## config.mk

```make
export PLATFORM = sky130hd
export DESIGN_NAME = branch_predict_unit
export DESIGN_NICKNAME = d
export VERILOG_FILES = /design/src/rtl/branch_pkg.sv /design/src/rtl/branch_cond_eval.sv /design/src/rtl/branch_predict_unit.sv
export SDC_FILE = /design/constraint.sdc
export NUM_CORES = 1
export LEC_CHECK = 0
export ABC_AREA = 0
export CORE_MARGIN = 5
export CORE_UTILIZATION = 62
export CTS_BUF_LIST = sky130_fd_sc_hd__clkbuf_4 sky130_fd_sc_hd__clkbuf_8
export DETAILED_ROUTE_END_ITERATION = 7
export PLACE_DENSITY_LB_ADDON = 0.05
export SLEW_MARGIN = 10
export SYNTH_ARGS = -nofsm -noshare
export SYNTH_HDL_FRONTEND = slang
export SYNTH_SLANG_ARGS = --single-unit
export TNS_END_PERCENT = 50
```

## constraint.sdc

```tcl
create_clock -name clk -period 5 [get_ports clk]
set_input_delay 0.5 -clock clk [delete_from_list [all_inputs] [get_ports clk]]
set_output_delay 0.5 -clock clk [all_outputs]
set_load 0.05 [all_outputs]
```

## src/rtl/branch_pkg.sv

```systemverilog
// Shared branch condition codes and predictor counter helpers.
// Imported by the condition evaluator and the prediction unit.
package branch_pkg;

    localparam logic [2:0] BR_NONE = 3'b000;
    localparam logic [2:0] BR_BEQ  = 3'b001;
    localparam logic [2:0] BR_BNE  = 3'b010;
    localparam logic [2:0] BR_JUMP = 3'b011;
    localparam logic [2:0] BR_BLTZ = 3'b100;
    localparam logic [2:0] BR_BGEZ = 3'b101;
    localparam logic [2:0] BR_BLEZ = 3'b110;
    localparam logic [2:0] BR_BGTZ = 3'b111;

    // Weakly not-taken: MSB clear, every lower bit set.
    function automatic int cnt_init(input int w);
        return (1 << (w - 1)) - 1;
    endfunction

endpackage

```

## src/rtl/branch_cond_eval.sv

```systemverilog
// Combinational branch decision for the 3-bit condition set.
// Ports: branchop, zero, neg in; taken out.
module branch_cond_eval
    import branch_pkg::*;
(
    input  logic [2:0] branchop,
    input  logic       zero,
    input  logic       neg,
    output logic       taken
);

    always_comb begin
        taken = 1'b0;
        unique case (branchop)
            BR_NONE: taken = 1'b0;
            BR_BEQ:  taken = zero;
            BR_BNE:  taken = ~zero;
            BR_JUMP: taken = 1'b1;
            BR_BLTZ: taken = neg;
            BR_BGEZ: taken = ~neg;
            BR_BLEZ: taken = neg | zero;
            BR_BGTZ: taken = ~neg & ~zero;
        endcase
    end

endmodule

```

## src/rtl/branch_predict_unit.sv

```systemverilog
// PC-indexed saturating-counter predictor with EX-stage resolution.
// Ports: pred_* lookup from IF, res_* resolution from EX, stat_* counters.
module branch_predict_unit
    import branch_pkg::*;
#(
    parameter int ADDR_W = 32,
    parameter int IDX_W  = 6,
    parameter int CNT_W  = 2,
    parameter int STAT_W = 16
) (
    input  logic              clk,
    input  logic              reset_n,
    input  logic              pred_valid,
    input  logic [ADDR_W-1:0] pred_pc,
    output logic              pred_out_valid,
    output logic              pred_out_taken,
    input  logic              res_valid,
    input  logic [ADDR_W-1:0] res_pc,
    input  logic [2:0]        res_branchop,
    input  logic              res_zero,
    input  logic              res_neg,
    input  logic              res_pred_taken,
    output logic              res_out_valid,
    output logic              res_taken,
    output logic              mispredict,
    output logic [STAT_W-1:0] stat_branches,
    output logic [STAT_W-1:0] stat_mispred
);

    localparam int N = 1 << IDX_W;
    localparam logic [CNT_W-1:0]  CNT_INIT = CNT_W'(cnt_init(CNT_W));
    localparam logic [CNT_W-1:0]  CNT_MAX  = '1;
    localparam logic [STAT_W-1:0] STAT_MAX = '1;

    logic [CNT_W-1:0] tbl [N];
    logic [IDX_W-1:0] pidx;
    logic [IDX_W-1:0] ridx;
    logic [CNT_W-1:0] cur;
    logic [CNT_W-1:0] nxt;
    logic             taken;
    logic             is_br;
    logic             miss;
    logic             unused_pc;

    assign pidx  = pred_pc[IDX_W+1:2];
    assign ridx  = res_pc[IDX_W+1:2];
    assign is_br = (res_branchop != BR_NONE);
    assign miss  = taken ^ res_pred_taken;

    // Word-aligned PCs: low bits and high bits alias into the table.
    assign unused_pc = ^{pred_pc[ADDR_W-1:IDX_W+2], pred_pc[1:0],
                         res_pc[ADDR_W-1:IDX_W+2], res_pc[1:0]};

    branch_cond_eval u_cond (
        .branchop (res_branchop),
        .zero     (res_zero),
        .neg      (res_neg),
        .taken    (taken)
    );

    always_comb begin
        cur = tbl[ridx];
        nxt = cur;
        if (taken && cur != CNT_MAX)
            nxt = cur + 1'b1;
        else if (!taken && cur != '0)
            nxt = cur - 1'b1;
    end

    // Lookup reads the array before this edge's write: read-before-write.
    always_ff @(posedge clk or negedge reset_n) begin
        if (!reset_n) begin
            for (int i = 0; i < N; i++)
                tbl[i] <= CNT_INIT;
        end else if (res_valid && is_br) begin
            tbl[ridx] <= nxt;
        end
    end

    always_ff @(posedge clk or negedge reset_n) begin
        if (!reset_n) begin
            pred_out_valid <= 1'b0;
            pred_out_taken <= 1'b0;
        end else begin
            pred_out_valid <= pred_valid;
            if (pred_valid)
                pred_out_taken <= tbl[pidx][CNT_W-1];
        end
    end

    always_ff @(posedge clk or negedge reset_n) begin
        if (!reset_n) begin
            res_out_valid <= 1'b0;
            res_taken     <= 1'b0;
            mispredict    <= 1'b0;
            stat_branches <= '0;
            stat_mispred  <= '0;
        end else begin
            res_out_valid <= res_valid;
            mispredict    <= res_valid & miss;
            if (res_valid)
                res_taken <= taken;
            if (res_valid && is_br && stat_branches != STAT_MAX)
                stat_branches <= stat_branches + 1'b1;
            if (res_valid && miss && stat_mispred != STAT_MAX)
                stat_mispred <= stat_mispred + 1'b1;
        end
    end

endmodule

```

==> results.py, run 1 <==
metrics = {
    "clocking": {
        "clock_sinks": 165,
        "ctsResizeCount": 0,
        "tritoncts_clock_tree": "built",
        "cts-buffers-inserted": 17,
        "insertion_delay_ps": 470,
        "cts.path.max_buffers": 2,
        "cts_root_buf": "clkbuf_8",
        "cts_htree_levels": 4,
        "cts.reportedPaths.clkPinSlew_ps": 80,
        "post_cts_hold_buffer_count": 1,
        "post_cts_setup_buffers": 0,
    },
    "drt": {
        "finalWirelength_mm": 21.8,
        "detail_route.drc_violations": 0,
        "routed.top_layer": "met4",
        "postRouteAntennaNets": 0,
        "routed_via_density": 6.35,
        "met3WireLength_mm": 1.71,
        "met1_length_mm": 9.20,
        "drt_iter0_drc": 493,
        "detail_route.wl_per_cell_um": 22.1,
        "met2_length_mm": 10.1,
        "first_pass_iters": 5,
        "dr_total_vias": 6246,
    },
    "power_and_ir_drop": {
        "power_per_cell_area_nw_per_um2": 408,
        "total_power_mw": 4.02,
        "power.static_leakage_nw": 4.12,
        "ir_worst_vdd_mv": 0.458,
    },
    "timing": {
        "layout_setup_ws_ps": 646,
        "fmax_ghz": 0.230,
        "max_slew.worst_pin.slew_ps": 953,
        "finalMaxSlewViolations": 0,
        "fin_skew_ps": 11.0,
        "final-setup-viol-count": 0,
        "final.period_utilization_pct": 87.1,
        "final_hold_viol_count": 0,
        "rsz0062_at_grt": "no",
        "relative_slew_slack_pct": 36.2,
        "min_period_ps": 4350,
        "fin_setup_tns_ps": 0,
    },
    "status": {
        "status": "finished clean",
    },
    "global_route": {
        "grt_pass1_wl_mm": 35.0,
        "pin_count_of_the_biggest_net_entering_global_routing": 65,
        "grt-ovfl-total": 0,
        "antenna_found_initial": 1,
        "grt_usage_pct": 27.5,
        "first_global_vias": 6452,
    },
    "finish": {
        "fill_cells": 992,
        "finish.net_count": 870,
        "syn_to_final_growth_pct": 12.5,
        "final_layout_size_suffix_gt1_share_pct": 33.7,
        "antenna_cells_inserted": 0,
        "final_area_um2": 9860,
    },
    "place": {
        "place_worst_setup_slack_ps": 256,
        "post_dp_cell_area_um2": 9430,
        "gpl.final_weighted_congestion": 0.907,
        "hpwlAfterDp_mm": 14.9,
        "placement.io_buffers": 58,
    },
    "setup_path": {
        "critPathCaptureType": "flop",
        "setup.worst_path.start_class": "input pin",
        "critPathLaunch": "res_pc[3]",
        "criticalPathCategory": "in2reg",
        "crit_fanout": 40,
        "timing.critical_path.required_ps": 5390,
        "critical_path_arrival_ps": 4750,
        "worst_r2r_startpoint": "tbl[125]",
    },
    "synthesis": {
        "synth-async-reset-ratio_pct": 100,
        "post_synth_inst_count": 738,
        "post-synth-top-area-cell": "dfrtp_1",
        "netlist_area_um2": 8770,
        "postSynthRegisterBits": 165,
        "syn_area_per_cell_um2": 11.9,
        "yosysWarnings": 0,
        "synth_enable_flop_cells": 0,
        "yosys-top-cells-count": "mux2_2 (113), dfrtp_1 (101), nor2_1 (85), nand2_1 (68), dfstp_2 (64)",
        "synth.yosys.seq_area_share_pct": 48.0,
        "netlist-cell-type-count": 61,
        "post-synth-top-area-fraction_pct": 28.8,
        "netlist_top_cells_area": "dfrtp_1 (29%), dfstp_2 (19%), mux2_2 (15%)",
        "post-synth-top-count-cell": "mux2_2",
        "mappedNetlistNets": 816,
        "yosys_most_used_dff": "dfrtp_1",
    },
    "floorplanning": {
        "fp.dieH_um": 129,
        "pin_count": 111,
        "fp.coreArea_um2": 13900,
        "dieArea_um2": 16600,
        "die_width_um": 129,
        "effective_utilization_at_floorplan_pct": 63.2,
        "core.rowCount": 43,
    },
    "job": {
        "cap_violations": 0,
    },
    "min_path": {
        "worstHoldPathType": "reg2reg",
        "min_from": "tbl[110]",
    },
}
## cell type report
type | count | area, um^2 | area share, %
clock buffers | 20 | 275 | 2.79
clock inverters | 11 | 151 | 1.53
inverters | 8 | 30.0 | 0.304
multi-input cells | 525 | 4240 | 43.0
flip-flops and latches | 165 | 4210 | 42.7
well taps | 180 | 225 | 2.28
repair buffers | 75 | 732 | 7.42
## stage by stage
step	utilization (%)	hold slack, ps	cells
5_1_grt	71.1	489	984
4_1_cts	71.1	470	984
3_5_place_dp	67.9	459	952
3_3_place_gp	67.9	450	952
6_report	71.1	471	984
2_1_floorplan	-	204	738
## flip-flops by register name (all words and copies together) (netlist names)
signal,flops
tbl,128
mispredict,1
stat_mispred,16
pred_out_taken,1
res_out_valid,1
res_taken,1
pred_out_valid,1
stat_branches,16
## per-layer routing
metal	global-route usage [%]	vias up
met2	40.6	282
met5	0	-
met1	38.1	3116
met3	7.93	63
li1	-	2785
met4	12.2	0
## report_power, final
group	switching [mW]	total, mW	internal, mW
clock network	0.488	1.02	0.533
logic	0.616	1.11	0.493
registers	0.217	1.89	1.67
## worst max-delay path, cell delays in order
cell and delay [ps]:
clkdlybuf4s50_1 720, buf_4 320, nor3b_1 660, nand2_1 130
a31oi_1 340, nor4_2 150, and3_1 240, inv_2 60
ha_1 150, or3b_2 460, nand2_1 140, nor2_1 50
mux2_4 470, mux2_2 350
## worst paths after layout
path / endpoint / slack (ps) / cells after the start
worst min-delay path: tbl[110] / 470 / 2
worst min register to register: tbl[110] / 470 / 2
worst max-delay path: tbl[28] / 650 / 14
max in group asynchronous: tbl[61] / 3280 / 3
min in group asynchronous: tbl[117] / 560 / 2
worst max register to register: tbl[28] / 1380 / 12
## cells by family after synthesis
family / count (synthesis) / share of synthesized area (%)
adders and majority gates: 4 / 0.571
DFF: 165 / 48.0
xor gates and xnor gates: 30 / 3.00
and+or+nand+nor: 242 / 12.9
buffers and inverters: 48 / 3.65
muxes: 170 / 25.9
AOI/OAI and AO/OA: 79 / 5.91
## layout by cell type (no fill, tap or decap), types with 3 or more instances in the layout
cell type	synthesis	layout
dfstp_2	64	64
nand2_1	68	68
nor2_1	85	85
mux2_2	113	113
xor2_1	15	15
and3b_1	4	4
clkinv_4	0	5
mux2_1	3	3
dfrtp_1	101	101
nor3b_1	3	3
a2bb2oi_1	3	3
and3_1	6	6
nor3_1	12	12
or3b_2	3	3
bufinv_16	0	3
nand4_1	6	6
a221oi_1	3	3
clkdlybuf4s50_1	0	56
nand3_1	19	19
clkbuf_8	0	20
nand2b_1	5	5
mux2_4	3	3
a22oi_1	10	10
mux4_2	33	33
o21ai_1	9	9
nand3b_1	3	3
inv_1	5	5
mux2i_1	18	18
nor2b_1	7	7
xnor2_1	15	15
buf_4	1	14
ha_1	4	4
o21ai_0	10	10
or3_1	8	8
a21oi_1	22	22
and2_1	5	5
Note: power is estimated with default switching activity, not from simulation.
==> run 2, diff against run 1 <==
CORE_UTILIZATION = 40   (was 62)
==> results.py, run 2 (synthesized netlist as in run 1, its figures left out) <==
metrics = {
    "status": {
        "status": "finished clean",
    },
    "clocking": {
        "cts-buffers-inserted": 17,
        "cts_htree_levels": 4,
        "cts_root_buf": "clkbuf_8",
        "tritoncts_clock_tree": "built",
        "post_cts_setup_buffers": 0,
        "cts.reportedPaths.clkPinSlew_ps": 90,
        "ctsResizeCount": 0,
        "insertion_delay_ps": 460,
        "cts.path.max_buffers": 2,
        "clock_sinks": 165,
    },
    "finish": {
        "finalCoreUtilization_pct": 46.0,
        "max_reg_flops": 128,
        "finish.net_count": 876,
        "seqCellArea_um2": 4210,
        "most-common-layout-cells": "mux2_2 (113), dfrtp_1 (101), nor2_1 (85), nand2_1 (68), dfstp_2 (64)",
        "fill_cells": 1988,
        "syn_to_final_growth_pct": 13.8,
        "layout.cells.most_common": "mux2_2",
        "layoutNonFillerInstCount": 1091,
        "final_layout_size_suffix_gt1_share_pct": 34.4,
        "antenna_cells_inserted": 0,
        "largestRegisters": "tbl (128), stat_branches (16), stat_mispred (16)",
        "multi_input_area_um2": 4240,
        "largest-register": "tbl",
    },
    "drt": {
        "detail_route.wl_per_cell_um": 21.3,
        "first_pass_iters": 5,
        "dr_total_vias": 6055,
        "drt_iter0_drc": 331,
        "finalWirelength_mm": 23.3,
        "routed_via_density": 5.55,
        "detail_route.drc_violations": 0,
        "postRouteAntennaNets": 0,
    },
    "floorplanning": {
        "die_width_um": 158,
        "fp.coreArea_um2": 21700,
        "effective_utilization_at_floorplan_pct": 40.4,
        "core.rowCount": 54,
        "fp.dieH_um": 158,
        "dieArea_um2": 25000,
        "pin_count": 111,
    },
    "setup_path": {
        "timing.reg2reg.setup_slack_ps": 1420,
        "critPathCaptureType": "flop",
        "setup.worst_path.start_class": "input pin",
        "worst_path_most_repeated_cell": "buf_4",
        "critical_path.cell_chain": "clkdlybuf4s50_1, buf_12, clkinv_1, buf_4, mux4_2, a21oi_1, nor4_2, and3_1, ha_1, a22oi_1, o211a_1, buf_4, mux2_2",
        "crit_slowest_cell": "clkdlybuf4s50_1",
        "timing.critical_path.required_ps": 5400,
        "cpLargestDelayFamily": "buffers and inverters",
        "worst_path_buf_inv": 5,
        "criticalPathCategory": "in2reg",
        "crit_fanout": 64,
        "max_stage_delay_ps": 560,
        "critical_path_arrival_ps": 4340,
    },
    "timing": {
        "final_hold_viol_count": 0,
        "min_period_ps": 3940,
        "relative_slew_slack_pct": 26.6,
        "rsz0062_at_grt": "no",
        "final.period_utilization_pct": 78.8,
        "fin_skew_ps": 12.9,
        "fmax_ghz": 0.254,
        "layout_setup_ws_ps": 1060,
        "fin_setup_tns_ps": 0,
        "max_slew.worst_pin.slew_ps": 1090,
        "finalMaxSlewViolations": 0,
        "final-setup-viol-count": 0,
    },
    "global_route": {
        "pin_count_of_the_biggest_net_entering_global_routing": 65,
        "grt_pass1_wl_mm": 37.6,
        "first_global_vias": 6463,
        "grt-ovfl-total": 0,
        "grt_usage_pct": 19.7,
        "antenna_found_initial": 0,
    },
    "min_path": {
        "worstHoldPathType": "reg2reg",
    },
    "job": {
        "cap_violations": 0,
    },
    "place": {
        "dp_cells": 1058,
        "place_worst_setup_slack_ps": 617,
        "hpwlAfterDp_mm": 16.3,
        "placement.io_buffers": 58,
        "gpl.final_weighted_congestion": 0.829,
    },
    "power_and_ir_drop": {
        "total_power_mw": 3.96,
        "power.static_leakage_nw": 4.12,
        "power_per_cell_area_nw_per_um2": 397,
        "ir_worst_vdd_mv": 0.280,
    },
}
[run 2: routing by layer]
metal | global-route usage [%] | up-vias | share of wire [%]
li1 | - | 2782 | -
met1 | 27.4 | 3118 | 47
met2 | 32.0 | 137 | 48
met3 | 4.29 | 18 | 4.6
met4 | 3.82 | 0 | 1.0
met5 | 0 | - | 0
[run 2: power breakdown]
| part | total (mW) | internal, mW | switching [mW] |
|---|---|---|---|
| logic | 1.11 | 0.494 | 0.617 |
| registers | 1.88 | 1.67 | 0.210 |
| clock network | 0.969 | 0.440 | 0.529 |
| total | 3.96 | 2.61 | 1.36 |
[run 2: path summary, 6_finish.rpt]
check	start	end	cells past startpoint
min in group asynchronous	reset_n	tbl[123]	2
max in group asynchronous	reset_n	tbl[75]	3
min	tbl[108]	tbl[108]	2
max	res_pc[4]	tbl[19]	13
min reg2reg	tbl[108]	tbl[108]	2
max reg2reg	tbl[127]	tbl[20]	12
[run 2: cell type report]
| type | instances | area share (%) |
|---|---|---|
| Inverter | 8 | 0.301 |
| Clock buffer | 20 | 2.76 |
| Timing Repair Buffer | 81 | 7.61 |
| Tap cell | 280 | 3.51 |
| Clock inverter | 12 | 1.18 |
| Sequential cell | 165 | 42.2 |
| Multi-Input combinational cell | 525 | 42.5 |
[run 2: through the flow]
step	area, um^2	hold WS, ps
floorplan	8770	204
global placement	9580	453
detailed placement	9580	455
CTS	9980	469
global route	9980	486
finish	9980	468
[run 2: tightest hold or removal path, delay by kind of cell, from the launching register on]
| kind | cells | cell delay (ps) |
|---|---|---|
| DFF | 1 | 380 |
| AOI/OAI and AO/OA | 1 | 50 |
| and+or+nand+nor | 1 | 40 |
[run 2: timing repair]
action,CTS,global route
endpoints found under the hold margin,36,0
hold buffers,1,0
endpoints found under the setup margin,0,0
==> run 3, diff against run 2 <==
clock period = 3.75 ns   (was 5 ns; I/O delays follow)
==> results.py, run 3 (synthesized netlist as in run 1, its figures left out) <==
metrics = {
    "place": {
        "placement.io_buffers": 58,
        "gpl.final_weighted_congestion": 0.831,
        "dp_cells": 1081,
        "place_worst_setup_slack_ps": -473,
        "hpwlAfterDp_mm": 16.6,
    },
    "finish": {
        "largestRegisters": "tbl (128), stat_branches (16), stat_mispred (16)",
        "fill_cells": 2024,
        "most-common-layout-cells": "mux2_2 (113), dfrtp_1 (101), nor2_1 (83), nand2_1 (67), dfstp_2 (64)",
        "final_layout_size_suffix_gt1_share_pct": 37.2,
        "largest-register": "tbl",
        "syn_to_final_growth_pct": 17.0,
        "layout.cells.most_common": "mux2_2",
        "multi_input_area_um2": 4300,
        "seqCellArea_um2": 4210,
        "finish.net_count": 901,
        "layoutNonFillerInstCount": 1117,
        "max_reg_flops": 128,
    },
    "timing": {
        "final_hold_viol_count": 0,
        "finalMaxSlewViolations": 0,
        "fin_hold_ws_ps": 399,
        "final-setup-viol-count": 0,
        "min_period_ps": 3540,
        "fmax_ghz": 0.282,
        "fin_setup_tns_ps": 0,
        "max_slew.worst_pin.slew_ps": 1240,
        "layout_setup_ws_ps": 209,
        "final.period_utilization_pct": 94.4,
        "fin_skew_ps": 18.5,
        "rsz0062_at_grt": "no",
        "relative_slew_slack_pct": 16.4,
    },
    "clocking": {
        "cts.path.max_buffers": 2,
        "cts-buffers-inserted": 17,
        "tritoncts_clock_tree": "built",
        "post_cts_setup_buffers": 0,
        "cts_htree_levels": 4,
        "cts.reportedPaths.clkPinSlew_ps": 90,
        "cts_root_buf": "clkbuf_8",
        "clock_sinks": 165,
        "insertion_delay_ps": 480,
    },
    "min_path": {
        "worstHoldPathType": "in2reg",
        "hold_end": "pred_out_valid",
        "min_from": "pred_valid",
        "hold-path-cell-count": 1,
    },
    "setup_path": {
        "setup.worst_path.start_class": "flop",
        "max_stage_delay_ps": 500,
        "worst_path_buf_inv": 1,
        "crit_slowest_cell": "mux4_2",
        "timing.reg2reg.setup_slack_ps": 210,
        "worst_r2r_startpoint": "tbl[125]",
        "critPathCaptureType": "flop",
        "critical_path_arrival_ps": 3940,
        "reg2regPathDepth": 12,
        "timing.critical_path.required_ps": 4150,
        "reg2reg_to": "tbl[66]",
        "crit_fanout": 20,
        "cpLargestDelayFamily": "multiplexers",
        "critical_path.cell_chain": "mux2i_1, mux4_2, a2111oi_2, nor4_4, and3_1, inv_2, ha_1, or3b_2, nand2_2, nor2_4, mux2_4, mux2_2",
        "cp_num_cells": 12,
        "criticalPathCategory": "reg2reg",
    },
    "power_and_ir_drop": {
        "power_per_cell_area_nw_per_um2": 522,
        "ir_worst_vdd_mv": 0.378,
        "power.static_leakage_nw": 4.28,
        "total_power_mw": 5.36,
    },
    "floorplanning": {
        "dieArea_um2": 25000,
        "effective_utilization_at_floorplan_pct": 40.4,
        "fp.dieH_um": 158,
        "pin_count": 111,
        "fp.coreArea_um2": 21700,
        "core.rowCount": 54,
        "die_width_um": 158,
    },
    "drt": {
        "postRouteAntennaNets": 0,
        "drt_iter0_drc": 350,
        "detail_route.drc_violations": 0,
        "dr_total_vias": 6328,
        "finalWirelength_mm": 24.8,
        "first_pass_iters": 5,
        "routed_via_density": 5.67,
        "detail_route.wl_per_cell_um": 22.2,
    },
    "job": {
        "cap_violations": 0,
    },
    "global_route": {
        "antenna_found_initial": 0,
        "pin_count_of_the_biggest_net_entering_global_routing": 90,
        "grt_pass1_wl_mm": 38.3,
        "grt-ovfl-total": 0,
        "grt_usage_pct": 20.1,
        "first_global_vias": 6619,
    },
    "status": {
        "status": "finished clean",
    },
}
## run 3: final cells by class
type / count / area share (%)
Antenna cell: 1 / 0.0244
Clock buffer: 19 / 2.55
Clock inverter: 13 / 1.12
Inverter: 8 / 0.329
Multi-Input combinational cell: 527 / 41.9
Sequential cell: 165 / 41.0
Tap cell: 280 / 3.41
Timing Repair Buffer: 104 / 9.60
## run 3: routing by layer
layer,global-route usage (%),up-vias,wire (um)
met5,0,-,0
li1,-,2854,-
met1,28.2,3258,11200
met3,4.48,30,1320
met2,31.9,186,11800
met4,5.20,0,469
## run 3: worst reg2reg max path: stages, from the launching register on
cell,delay (ps)
dfrtp_1,370
mux2i_1,100
mux4_2,500
a2111oi_2,430
nor4_4,110
and3_1,230
inv_2,60
ha_1,150
or3b_2,470
nand2_2,220
nor2_4,110
mux2_4,410
mux2_2,310
## run 3: through the flow
step,util (%),area (um^2)
detailed placement,45.2,9800
CTS,47.0,10200
floorplan,-,8770
global placement,45.2,9800
finish,47.3,10300
global route,47.3,10300
## run 3: worst max-delay path by stage
stage               slack (ps)  endpoint  startpoint
floorplan                  440   tbl[76]   res_pc[2]
finish                     210   tbl[66]    tbl[125]
CTS                         70   tbl[30]   res_pc[4]
detailed placement        -470   tbl[30]   res_pc[4]
global route                40    tbl[2]    tbl[127]
global placement          -520  tbl[118]   res_pc[4]
## run 3: power breakdown
group          internal, mW  switching (mW)  total (mW)
Combinational         0.714           0.872        1.59
Sequential             2.23           0.281        2.51
Clock                 0.513           0.746        1.26
## run 3: repair_timing
action                                 in CTS  in global routing
resized for setup                           1                 11
endpoints found under the hold margin      46                  0
setup endpoints to repair                   5                 76
hold buffers                                1                  0
gates cloned                                0                  2
